`config.mk`:
```
export PLATFORM = sky130hd
export DESIGN_NAME = shift_unit_seq_flat
export DESIGN_NICKNAME = d
export VERILOG_FILES = /design/src/rtl/shift_unit_seq_if.sv /design/src/rtl/shift_unit_seq.sv /design/src/flat_wrapper.sv
export SDC_FILE = /design/constraint.sdc
export NUM_CORES = 1
export LEC_CHECK = 0
export ABC_CLOCK_PERIOD_IN_PS = 3100
export BUFFER_PORTS_ARGS = -buffer_cell sky130_fd_sc_hd__clkbuf_2
export CORE_ASPECT_RATIO = 0.8
export CORE_MARGIN = 8
export CORE_UTILIZATION = 50
export DETAILED_ROUTE_END_ITERATION = 8
export HOLD_SLACK_MARGIN = 0.15
export PLACE_DENSITY = 0.73
export SETUP_SLACK_MARGIN = 0.15
export SYNTH_ARGS = -nofsm -noshare
export SYNTH_HDL_FRONTEND = slang
export SYNTH_SLANG_ARGS = --single-unit
```
`constraint.sdc`:
```
create_clock -name clk -period 3.1 [get_ports clk]
set_input_delay 0.62 -clock clk [delete_from_list [all_inputs] [get_ports clk]]
set_output_delay 0.62 -clock clk [all_outputs]
set_load 0.02 [all_outputs]
```
`src/rtl/shift_unit_seq_if.sv`:
```
// shift_unit_seq_if: start/busy/done handshake and data bus of the iterative shifter
interface shift_unit_seq_if #(
    parameter int WIDTH = 32
);
    localparam int SHW = $clog2(WIDTH);
    logic             start;
    logic [1:0]       op;
    logic [WIDTH-1:0] operand;
    logic [SHW-1:0]   shamt;
    logic             busy;
    logic             done;
    logic [WIDTH-1:0] result;
    modport master (output start, op, operand, shamt, input busy, done, result);
    modport slave (input start, op, operand, shamt, output busy, done, result);
endinterface

```
`src/rtl/shift_unit_seq.sv`:
```
// shift_unit_seq: multi-cycle SLL/SRL/SRA shifter moving STEP bits per clock; rotate-right built only with SHIFT_ROTATE_EN
module shift_unit_seq #(
    parameter int WIDTH = 32,
    parameter int STEP  = 4
) (
    input logic clk,
    input logic reset,
    shift_unit_seq_if.slave bus
);
    localparam int SHW = $clog2(WIDTH);
    localparam logic [SHW:0] STEP_W  = (SHW+1)'(STEP);
    localparam logic [SHW:0] WIDTH_W = (SHW+1)'(WIDTH);
    localparam logic [1:0] IDLE  = 2'd0;
    localparam logic [1:0] SHIFT = 2'd1;
    localparam logic [1:0] DONE  = 2'd2;

    logic [1:0]       state;
    logic [1:0]       mode;
    logic [WIDTH-1:0] acc;
    logic [SHW-1:0]   rem;
    logic [SHW-1:0]   d;
    logic [WIDTH-1:0] sra_v;
    logic [WIDTH-1:0] right_v;
    logic [WIDTH-1:0] nxt;

    // one step: d = min(STEP, rem); rem never exceeds WIDTH-1, so d always fits SHW bits
    always_comb begin
        d = ({1'b0, rem} < STEP_W) ? rem : STEP_W[SHW-1:0];
        sra_v = $signed(acc) >>> d;
`ifdef SHIFT_ROTATE_EN
        right_v = (mode == 2'b11) ? ((acc >> d) | (acc << (WIDTH_W - {1'b0, d}))) : (acc >> d);
`else
        right_v = acc >> d;
`endif
        nxt = (mode == 2'b00) ? (acc << d) : (mode == 2'b10) ? sra_v : right_v;
    end

    // sequencer: accept in IDLE/DONE, iterate in SHIFT until rem drains
    always_ff @(posedge clk or posedge reset) begin
        if (reset) begin
            state <= IDLE;
            mode  <= 2'b00;
            acc   <= '0;
            rem   <= '0;
        end else if (state == SHIFT) begin
            acc <= nxt;
            rem <= rem - d;
            if (rem == d) state <= DONE;
        end else if (bus.start) begin
            acc   <= bus.operand;
            rem   <= bus.shamt;
            mode  <= bus.op;
            state <= SHIFT;
        end else begin
            state <= IDLE;
        end
    end

    assign bus.busy   = (state == SHIFT);
    assign bus.done   = (state == DONE);
    assign bus.result = acc;
endmodule

```
`src/flat_wrapper.sv`:
```
// flat-port wrapper written by rule: the top's interface ports become plain ports
module shift_unit_seq_flat 
#(
    parameter int WIDTH = 32,
    parameter int STEP  = 4
)
  (clk, reset, bus_start, bus_op, bus_operand, bus_shamt, bus_busy, bus_done, bus_result);
  shift_unit_seq_if #(.WIDTH(WIDTH)) bus_i ();
  input logic clk;
  input logic reset;
  input wire logic [$bits(bus_i.start)-1:0] bus_start;
  input wire logic [$bits(bus_i.op)-1:0] bus_op;
  input wire logic [$bits(bus_i.operand)-1:0] bus_operand;
  input wire logic [$bits(bus_i.shamt)-1:0] bus_shamt;
  output wire logic [$bits(bus_i.busy)-1:0] bus_busy;
  output wire logic [$bits(bus_i.done)-1:0] bus_done;
  output wire logic [$bits(bus_i.result)-1:0] bus_result;
  assign bus_i.start = bus_start;
  assign bus_i.op = bus_op;
  assign bus_i.operand = bus_operand;
  assign bus_i.shamt = bus_shamt;
  assign bus_busy = bus_i.busy;
  assign bus_done = bus_i.done;
  assign bus_result = bus_i.result;
  shift_unit_seq #(.WIDTH(WIDTH), .STEP(STEP)) u_core (.clk(clk), .reset(reset), .bus(bus_i));
endmodule
```
After elaboration in Yosys (flattened, before gate mapping)
Cells that the tools add are included.

word-level totals
  register bits = 41
  bits of input ports = 42
  output and inout bits = 34
  logic and storage cells = 28

operators by class
  $add $sub $neg = 1
  $lt $le $gt $ge = 1
  equality and inequality tests = 5
  shift operators = 3
  muxes and demuxes = 10
  bitwise logic cells = 1
  reductions and logical operators = 3

operator list
  cell                  number
  $mux W32              4
  $shl A32 B5 Y32       1
  $shr A32 B5 Y32       1
  $sshr A32 B5 Y32      1
  $mux W5               3
  $eq A5 B5 Y1          1
  $lt A5 B3 Y1 const B  1
  $sub A5 B5 Y5         1
  $eq A2 B2 Y1 const B  2
  $mux W2               2
  $eq A2 B1 Y1 const B  1
  $logic_not A2 Y1      1
  $ne A2 B1 Y1 const B  1
  $reduce_and A2 Y1     1
  $reduce_bool A2 Y1    1
  $mux W1               1
  $not A1 Y1            1

Logic depth before layout (Yosys ltp)
Gate-level depths: netlist of the first run.

  depth after elaboration = 6
  gate-level depth with buffers = 10
  mapped depth without buffers = 7

Least setup slack after synthesis of the first run
Ideal clock, no wire load.

  kind = register to register
  start point = register u_core.rem[1]
  end point = register u_core.rem[2]
  setup time = 0.122 ns
  data arrival time = 2.190 ns
  required time = 2.978 ns
  slack = 0.787 ns
  cell stages (with the launch flop) = 9
  buffers on the path = 3
  clock period less this slack = 2.313 ns
  path through = dfrtp_1 -> clkbuf_1 -> buf_1 -> clkbuf_1 -> nand2_1 -> ha_1 -> or4_1 -> a21oi_1 -> nor3_1

between the ends
  cells in the longest elaborated chain, start to end = 4

RTL lines
  what                    line                  source
  from (decl)             shift_unit_seq.sv:20  logic [SHW-1:0] rem;
  from (signal assigned)  shift_unit_seq.sv:47  rem <= rem - d;
  from (signal assigned)  shift_unit_seq.sv:51  rem <= bus.shamt;
  $lt A5 B3 Y1            shift_unit_seq.sv:28  d = ({1'b0, rem} < STEP_W) ? rem : STEP_W[SHW-1:0];
  $mux W5                 shift_unit_seq.sv:28
  $sub A5 B5 Y5 (*)       shift_unit_seq.sv:47
  $mux W5 (*)             shift_unit_seq.sv:45  end else if (state == SHIFT) begin

Mark *: on every way between the ends. The rest lies on a longest branch, timed or not.
A chain may end at the register's enable or synchronous reset.

Worst setup path after layout of the first run
  start point = register u_core.rem[2]
  end point = register u_core.acc[23], in the netlist u_core.bus.result[23]

between the ends
  cells in the longest elaborated chain, start to end = 6
  elaborated cells between the ends (all ways) = 8
  those cells by class = order compare: 1; shift: 3; mux: 4

RTL lines
  what                                                        line                                        source
  $lt A5 B3 Y1                                                shift_unit_seq.sv:28
  $mux W5 (*)                                                 shift_unit_seq.sv:28
  $shr A32 B5 Y32 / $sshr A32 B5 Y32 (equally long branches)  shift_unit_seq.sv:33, shift_unit_seq.sv:29
  $mux W32                                                    shift_unit_seq.sv:35                        nxt = (mode == 2'b00) ? (acc << d) : (mode == 2'b10) ? sra_v : right_v;
  $mux W32 (*)                                                shift_unit_seq.sv:35
  $mux W32 (*)                                                shift_unit_seq.sv:45
  to (signal assigned)                                        shift_unit_seq.sv:46                        acc <= nxt;
  to (signal assigned)                                        shift_unit_seq.sv:50                        acc <= bus.operand;
  to (decl)                                                   shift_unit_seq.sv:19                        logic [WIDTH-1:0] acc;

Marks and branches as above.

==> impl_metrics.csv, run 1 <==
group,metric,value,unit
status,status,"finished clean",
critical_path,rr_worst_depth,5,
place,dp.cells,712,
floorplan,num_rows,29,
critical_path,crit_cells,5,
logic_synthesis,synth_edf_count,0,
timing,skew,0.00741,ns
timing,worst_pin_slew,0.851,ns
min_path,hold_path.class,"in2async",
power,p_sw_share,56.0,%
timing,max_freq,403,MHz
power,seqPwrFrac,26.3,%
cts,h-tree-depth,2,
logic_synthesis,yosysWarningCount,0,
grt,grtUsageMet1,39.2,%
cts,insertion_delay,0.31,ns
power,p_leak,2.01,nW
logic_synthesis,postSynthCellCount,562,
logic_synthesis,ys_seq_area_share,25.0,%
logic_synthesis,syn_area_per_cell,7.30,µm²
grt,use_met2,39.2,%
cts,ctsRootBufferMaster,"clkbuf_8",
critical_path,critical_path_buf_inv_count,0,
finish,area_growth,14.0,%
cts,clkTransAtPathRegs,0.09,ns
drt,wirelength,15.6,mm
critical_path,startpoint_type,"register",
critical_path,crit_arrival,2.68,ns
finish,fill_cells,725,
floorplan,initial_core_util,51.6,%
floorplan,die_h,97.0,µm
critical_path,path_class,"reg2reg",
grt,antenna_found_initial,0,
finish,final_cell_mix,"97 x nand2_1, 75 x clkbuf_2, 52 x a21oi_1, 50 x mux2i_1, 46 x o21ai_0",
drt,initialDrtViolationCount,666,
logic_synthesis,synth_area,4100,µm²
critical_path,endpoint_kind,"register",
power,switchingPower,3.16,mW
timing,slew_violations,0,
cts,cts_tree,"yes",
cts,cts_buffer_depth,2,
power,combinationalPowerShare,65.4,%
grt,grt_pass1_vias,4574,
place,dpl.hpwl,10.6,mm
drt,ant_nets,0,
drt,first_pass_iters,5,
timing,setup_viol,0,
finish,final_cells,720,
critical_path,crit_chain,"or4b_4 -> nand2_1 -> a21boi_1 -> o221ai_1 -> o32a_1",
timing,relSlewSlack,43.1,%
floorplan,io_pins,76,
floorplan,die_w,117,µm
finish,final_area,4680,µm²
grt,grt_busiest_layer,"met2",
grt,grt_pass1_wl,25.1,mm
timing,period_needed,2.48,ns
critical_path,crit_fanout,38,
logic_synthesis,syn-num-nets,605,
power,clkPwrFrac,8.3,%
drt,vias,4867,
job,maxCapViolCount,0,
critical_path,crit_family,"simple AND/OR/NAND/NOR gates",
finish,multi_input_area,2830,µm²
finish,diodes,0,
floorplan,coreArea,7950,µm²
grt,grt_max_degree,50,
cts,cts-buffers-inserted,5,
timing,final_hold_viol_count,0,
logic_synthesis,ys_ff_latch,41,
critical_path,worstPathRequired,3.30,ns
finish,final_common_cell,"nand2_1",
grt,grt_overflow,0,
grt,grt_util_all_layers,27.5,%
floorplan,die-area,11400,µm²
finish,regArea,1030,µm²
power,intPower,2.49,mW
drt,wl_per_cell,21.7,µm
finish,nets,654,
finish,drive_above_1_share,20.3,%
logic_synthesis,synth_cell_types,63,
timing,rsz0062_at_grt,"false",
power,power_density,1210,nW/µm²
finish,fin_util,58.9,%
drt,drc_errors,0,
timing,fin_tns_setup,0,ns
critical_path,slowest_delay,0.87,ns
logic_synthesis,ys_async_sr_fraction,100,%
power,peakVddDrop,0.531,mV
timing,final.period_utilization,80.0,%
drt,viasPerCell,6.76,
place,gp_congestion,0.957,
place,placement.io_buffers,75,
cts,cts_setup_buffers,0,
logic_synthesis,synthFlopType,"dfrtp_1",
place,placed_cell_area,4560,µm²
grt,use_met3,6.96,%
cts,cts-hold-fix-buffers,0,
critical_path,slowest_stage,"or4b_4",
cts,clock_sinks,41,
cts,post_cts_resized,0,
==> power groups by stage <==
stage | Combinational (mW) | Clock (mW) | Sequential, mW
5_1_grt | 4.01 | 0.497 | 1.52
3_3_place_gp | 3.55 | 0 | 1.44
3_5_place_dp | 3.59 | 0 | 1.46
6_report | 3.70 | 0.469 | 1.48
2_1_floorplan | 2.54 | 0 | 1.36
4_1_cts | 3.61 | 0.476 | 1.44
==> layer usage <==
metal / wire length, µm / vias to the layer above
met5: 0 / -
met4: 299 / 0
met3: 2110 / 39
met2: 6840 / 360
met1: 6410 / 2293
li1: - / 2175
==> stage by stage <==
| stage | worst slack [ns] | hold WS, ns | power (mW) |
|---|---|---|---|
| 2_1_floorplan | 0.787 | 0.568 | 3.90 |
| 3_3_place_gp | 0.736 | 0.647 | 4.99 |
| 3_5_place_dp | 0.665 | 0.657 | 5.05 |
| 4_1_cts | 0.649 | 0.450 | 5.53 |
| 5_1_grt | 0.512 | 0.496 | 6.03 |
| 6_report | 0.621 | 0.423 | 5.65 |
==> worst paths after layout <==
check	start	end	slack, ns
worst max register to register	u_core.rem[2]	u_core.bus.result[23]	0.62
worst min register to register	u_core.bus.result[0]	u_core.bus.result[0]	0.68
max in group asynchronous	reset	u_core.bus.result[11]	2.30
worst min-delay path	reset	u_core.bus.result[25]	0.42
worst max-delay path	u_core.rem[2]	u_core.bus.result[23]	0.62
min in group clk	bus_op[0]	u_core.mode[0]	0.54
==> worst register-to-register path: cells and delay by family, from the launching register on <==
family / cells / cell delay [ns]
AND/OR/NAND/NOR: 2 / 1.07
AO/OA/AOI/OAI: 3 / 0.76
flip-flops: 1 / 0.54
==> final cells by class <==
cell class | instances | area share [%]
Clock buffer | 7 | 1.85
Clock inverter | 1 | 0.642
Multi-Input combinational cell | 461 | 60.5
Inverter | 5 | 0.401
Tap cell | 108 | 2.89
Sequential cell | 41 | 21.9
Timing Repair Buffer | 97 | 11.8
==> state kept, by name, summed over array words and instances, names as in the netlist <==
signal             cells
u_core.bus.result     32
u_core.mode            2
u_core.rem             5
u_core.state           2
==> cells in the mapped netlist, drive strengths merged (2+ instances only) <==
cell     n  area, µm²
clkbuf  36        136
o21a     6       45.0
nand3b   2       15.0
and3     9       56.3
mux2i   50        500
or4b     2       23.8
nand2   97        364
o211ai  10       75.1
and2     5       31.3
nor2b    3       18.8
a221o    2       20.0
nand3   23        115
a32oi    4       35.0
o22a     3       26.3
nand2b   6       37.5
nor3     8       45.0
inv      5       18.8
a211oi  11       87.6
nor4     2       18.8
o22ai    7       43.8
o21ai   47        235
a31oi   14       87.6
dfrtp   41       1030
a21oi   53        269
nor4b    3       45.0
mux2     7       78.8
a21o     2       15.0
a311oi   3       26.3
or3      2       12.5
o221ai   8       70.1
buf     19        106
a21boi   4       30.0
o31ai    2       15.0
o32a     7       70.1
nor2    44        168
==> kinds of logic (layout without fill, tap and decap cells) <==
family                   Yosys count  after routing  synth area share, %
buffers and inverters             60            110                 6.37
multiplexers                      58             58                 14.7
adder cells (fa/ha/maj)            1              1                0.305
flip-flops                        41             41                 25.0
other                              1              1               0.0914
AO/OA/AOI/OAI                    191            191                 29.7
AND/OR/NAND/NOR                  210            210                 23.8
Power figures use the tool's default switching activity.
==> run 2: changes to the inputs <==
Settings changed: ABC_CLOCK_PERIOD_IN_PS 3100 to 2280, PLACE_DENSITY 0.73 to 0.76.
Clock period 3.1 ns to 2.28 ns, I/O delays scaled along.
==> impl_metrics.csv, run 2 (synthesis results as in run 1) <==
group,metric,value,unit
critical_path,reg2reg_from,"u_core.rem[2]",
power,intPower,3.54,mW
place,dpl.hpwl,11.5,mm
floorplan,die_w,117,µm
job,maxCapViolCount,0,
finish,area_growth,20.6,%
floorplan,coreArea,7950,µm²
power,clkPwrFrac,6.5,%
drt,wl_per_cell,22.0,µm
grt,grt_pass1_wl,25.8,mm
critical_path,critical_path_buf_inv_count,3,
drt,viasPerCell,6.72,
critical_path,crit_chain,"buf_4 -> nor4b_4 -> buf_6 -> buf_4 -> mux2i_1 -> o221ai_1 -> a211oi_1 -> nor2_1",
cts,clkTransAtPathRegs,0.09,ns
timing,max_freq,469,MHz
power,combinationalPowerShare,68.6,%
critical_path,crit_arrival,2.32,ns
power,p_leak,2.16,nW
grt,grt_util_all_layers,28.2,%
timing,skew,0.0102,ns
grt,grt_max_degree,48,
drt,vias,5023,
critical_path,path_class,"reg2reg",
finish,final_cell_mix,"96 x nand2_1, 75 x clkbuf_2, 52 x a21oi_1, 46 x o21ai_0, 46 x mux2i_1",
power,power_density,1610,nW/µm²
floorplan,initial_core_util,51.6,%
finish,fin_util,62.3,%
cts,cts_buffer_depth,2,
cts,ctsRootBufferMaster,"clkbuf_8",
cts,cts_tree,"yes",
power,peakVddDrop,0.755,mV
timing,fin_tns_setup,0,ns
power,p_sw_share,55.5,%
place,placement.io_buffers,75,
min_path,hold_path.class,"in2async",
critical_path,slowest_stage,"nor4b_4",
place,gp_congestion,0.991,
drt,wirelength,16.4,mm
grt,grt_pass1_vias,4788,
floorplan,die-area,11400,µm²
finish,final_common_cell,"nand2_1",
status,status,"finished clean",
timing,final_hold_viol_count,0,
finish,diodes,0,
finish,regArea,1030,µm²
timing,setup_viol,0,
critical_path,cpMostUsedCell,"buf_4",
drt,first_pass_iters,5,
floorplan,die_h,97.0,µm
floorplan,io_pins,76,
floorplan,num_rows,29,
critical_path,crit_family,"buffers and inverters",
timing,period_needed,2.13,ns
grt,grt_overflow,0,
critical_path,startpoint_type,"register",
timing,worst_slack,0.146,ns
critical_path,crit_fanout,12,
grt,antenna_found_initial,0,
cts,h-tree-depth,2,
timing,final.period_utilization,93.6,%
finish,fill_cells,731,
critical_path,worstPathRequired,2.47,ns
drt,initialDrtViolationCount,597,
cts,insertion_delay,0.30,ns
timing,relSlewSlack,61.2,%
finish,multi_input_area,2860,µm²
critical_path,worstSetupStartpoint,"u_core.rem[2]",
power,switchingPower,4.42,mW
power,seqPwrFrac,24.9,%
cts,clock_sinks,41,
cts,cts-buffers-inserted,5,
finish,nets,682,
critical_path,slowest_delay,0.39,ns
finish,largest_reg_flops,32,
timing,slew_violations,0,
cts,cts-hold-fix-buffers,0,
drt,ant_nets,0,
critical_path,endpoint_kind,"register",
drt,drc_errors,0,
place,dp_worst_setup_slack,0.0958,ns
finish,drive_above_1_share,25.2,%
timing,worst_pin_slew,0.580,ns
timing,rsz0062_at_grt,"true",
-- run 2: cell count changes in the layout (fill, tap and decap cells not counted), moves of 4 or more --
cell     delta
buf_4      +23
mux2i_2     +4
buf_12      +4
mux2i_1     -4
-- run 2: final timing paths --
kind	endpoint	slack, ns	cells after the start
max	u_core.bus.result[4]	0.15	8
min	u_core.rem[4]	0.28	3
max reg2reg	u_core.bus.result[4]	0.15	8
min reg2reg	u_core.bus.result[0]	0.65	2
max in group asynchronous	u_core.rem[3]	1.59	3
min in group clk	u_core.rem[3]	0.39	3
-- run 2: final cells by class --
type                       count  area share, %
multi-input combinational    461           57.8
timing repair buffer         125           16.5
sequential                    41           20.7
tap                          108           2.73
inverter                       5          0.430
clock buffer                   7           1.74
-- run 2: power by group through the flow --
stage          registers, mW  logic, mW  clock network [mW]
5_1_grt                 2.01       5.88               0.546
3_5_place_dp            1.93       5.23                   0
6_report                1.98       5.46               0.517
3_3_place_gp            1.91       5.18                   0
4_1_cts                 1.91       5.26               0.518
2_1_floorplan           1.85       3.46                   0
-- run 2: worst reg2reg max path, stage by stage (launching register included) --
cell      delay (ns)
dfrtp_1         0.38
buf_4           0.18
nor4b_4         0.39
buf_6           0.20
buf_4           0.16
mux2i_1         0.20
o221ai_1        0.15
a211oi_1        0.29
nor2_1          0.06
-- run 2: per-layer routing --
metal	vias to the layer above	GRT usage (%)	part of all wire, %
met5	-	0	0
met4	0	8.55	2.1
met3	41	6.40	13
met2	379	42.2	45
met1	2385	39.1	40
li1	2218	-	-
-- run 2: repair_timing --
| action | in CTS | in global routing |
|---|---|---|
| setup endpoints to repair | 4 | 25 |
| pin swaps | 1 | 3 |
| gates cloned | 0 | 0 |
| gates resized for setup | 1 | 11 |
| setup buffers | 2 | 6 |
-- run 2: through the flow --
stage                     cells  total power [mW]  cell area (µm²)  hold WS [ns]
after floorplan             562              5.31             4110         0.568
after global placement      732              7.09             4750         0.610
after detailed placement    732              7.16             4750         0.614
after CTS                   741              7.69             4850         0.297
after global routing        747              8.44             4950         0.345
final                       747              7.96             4950         0.283
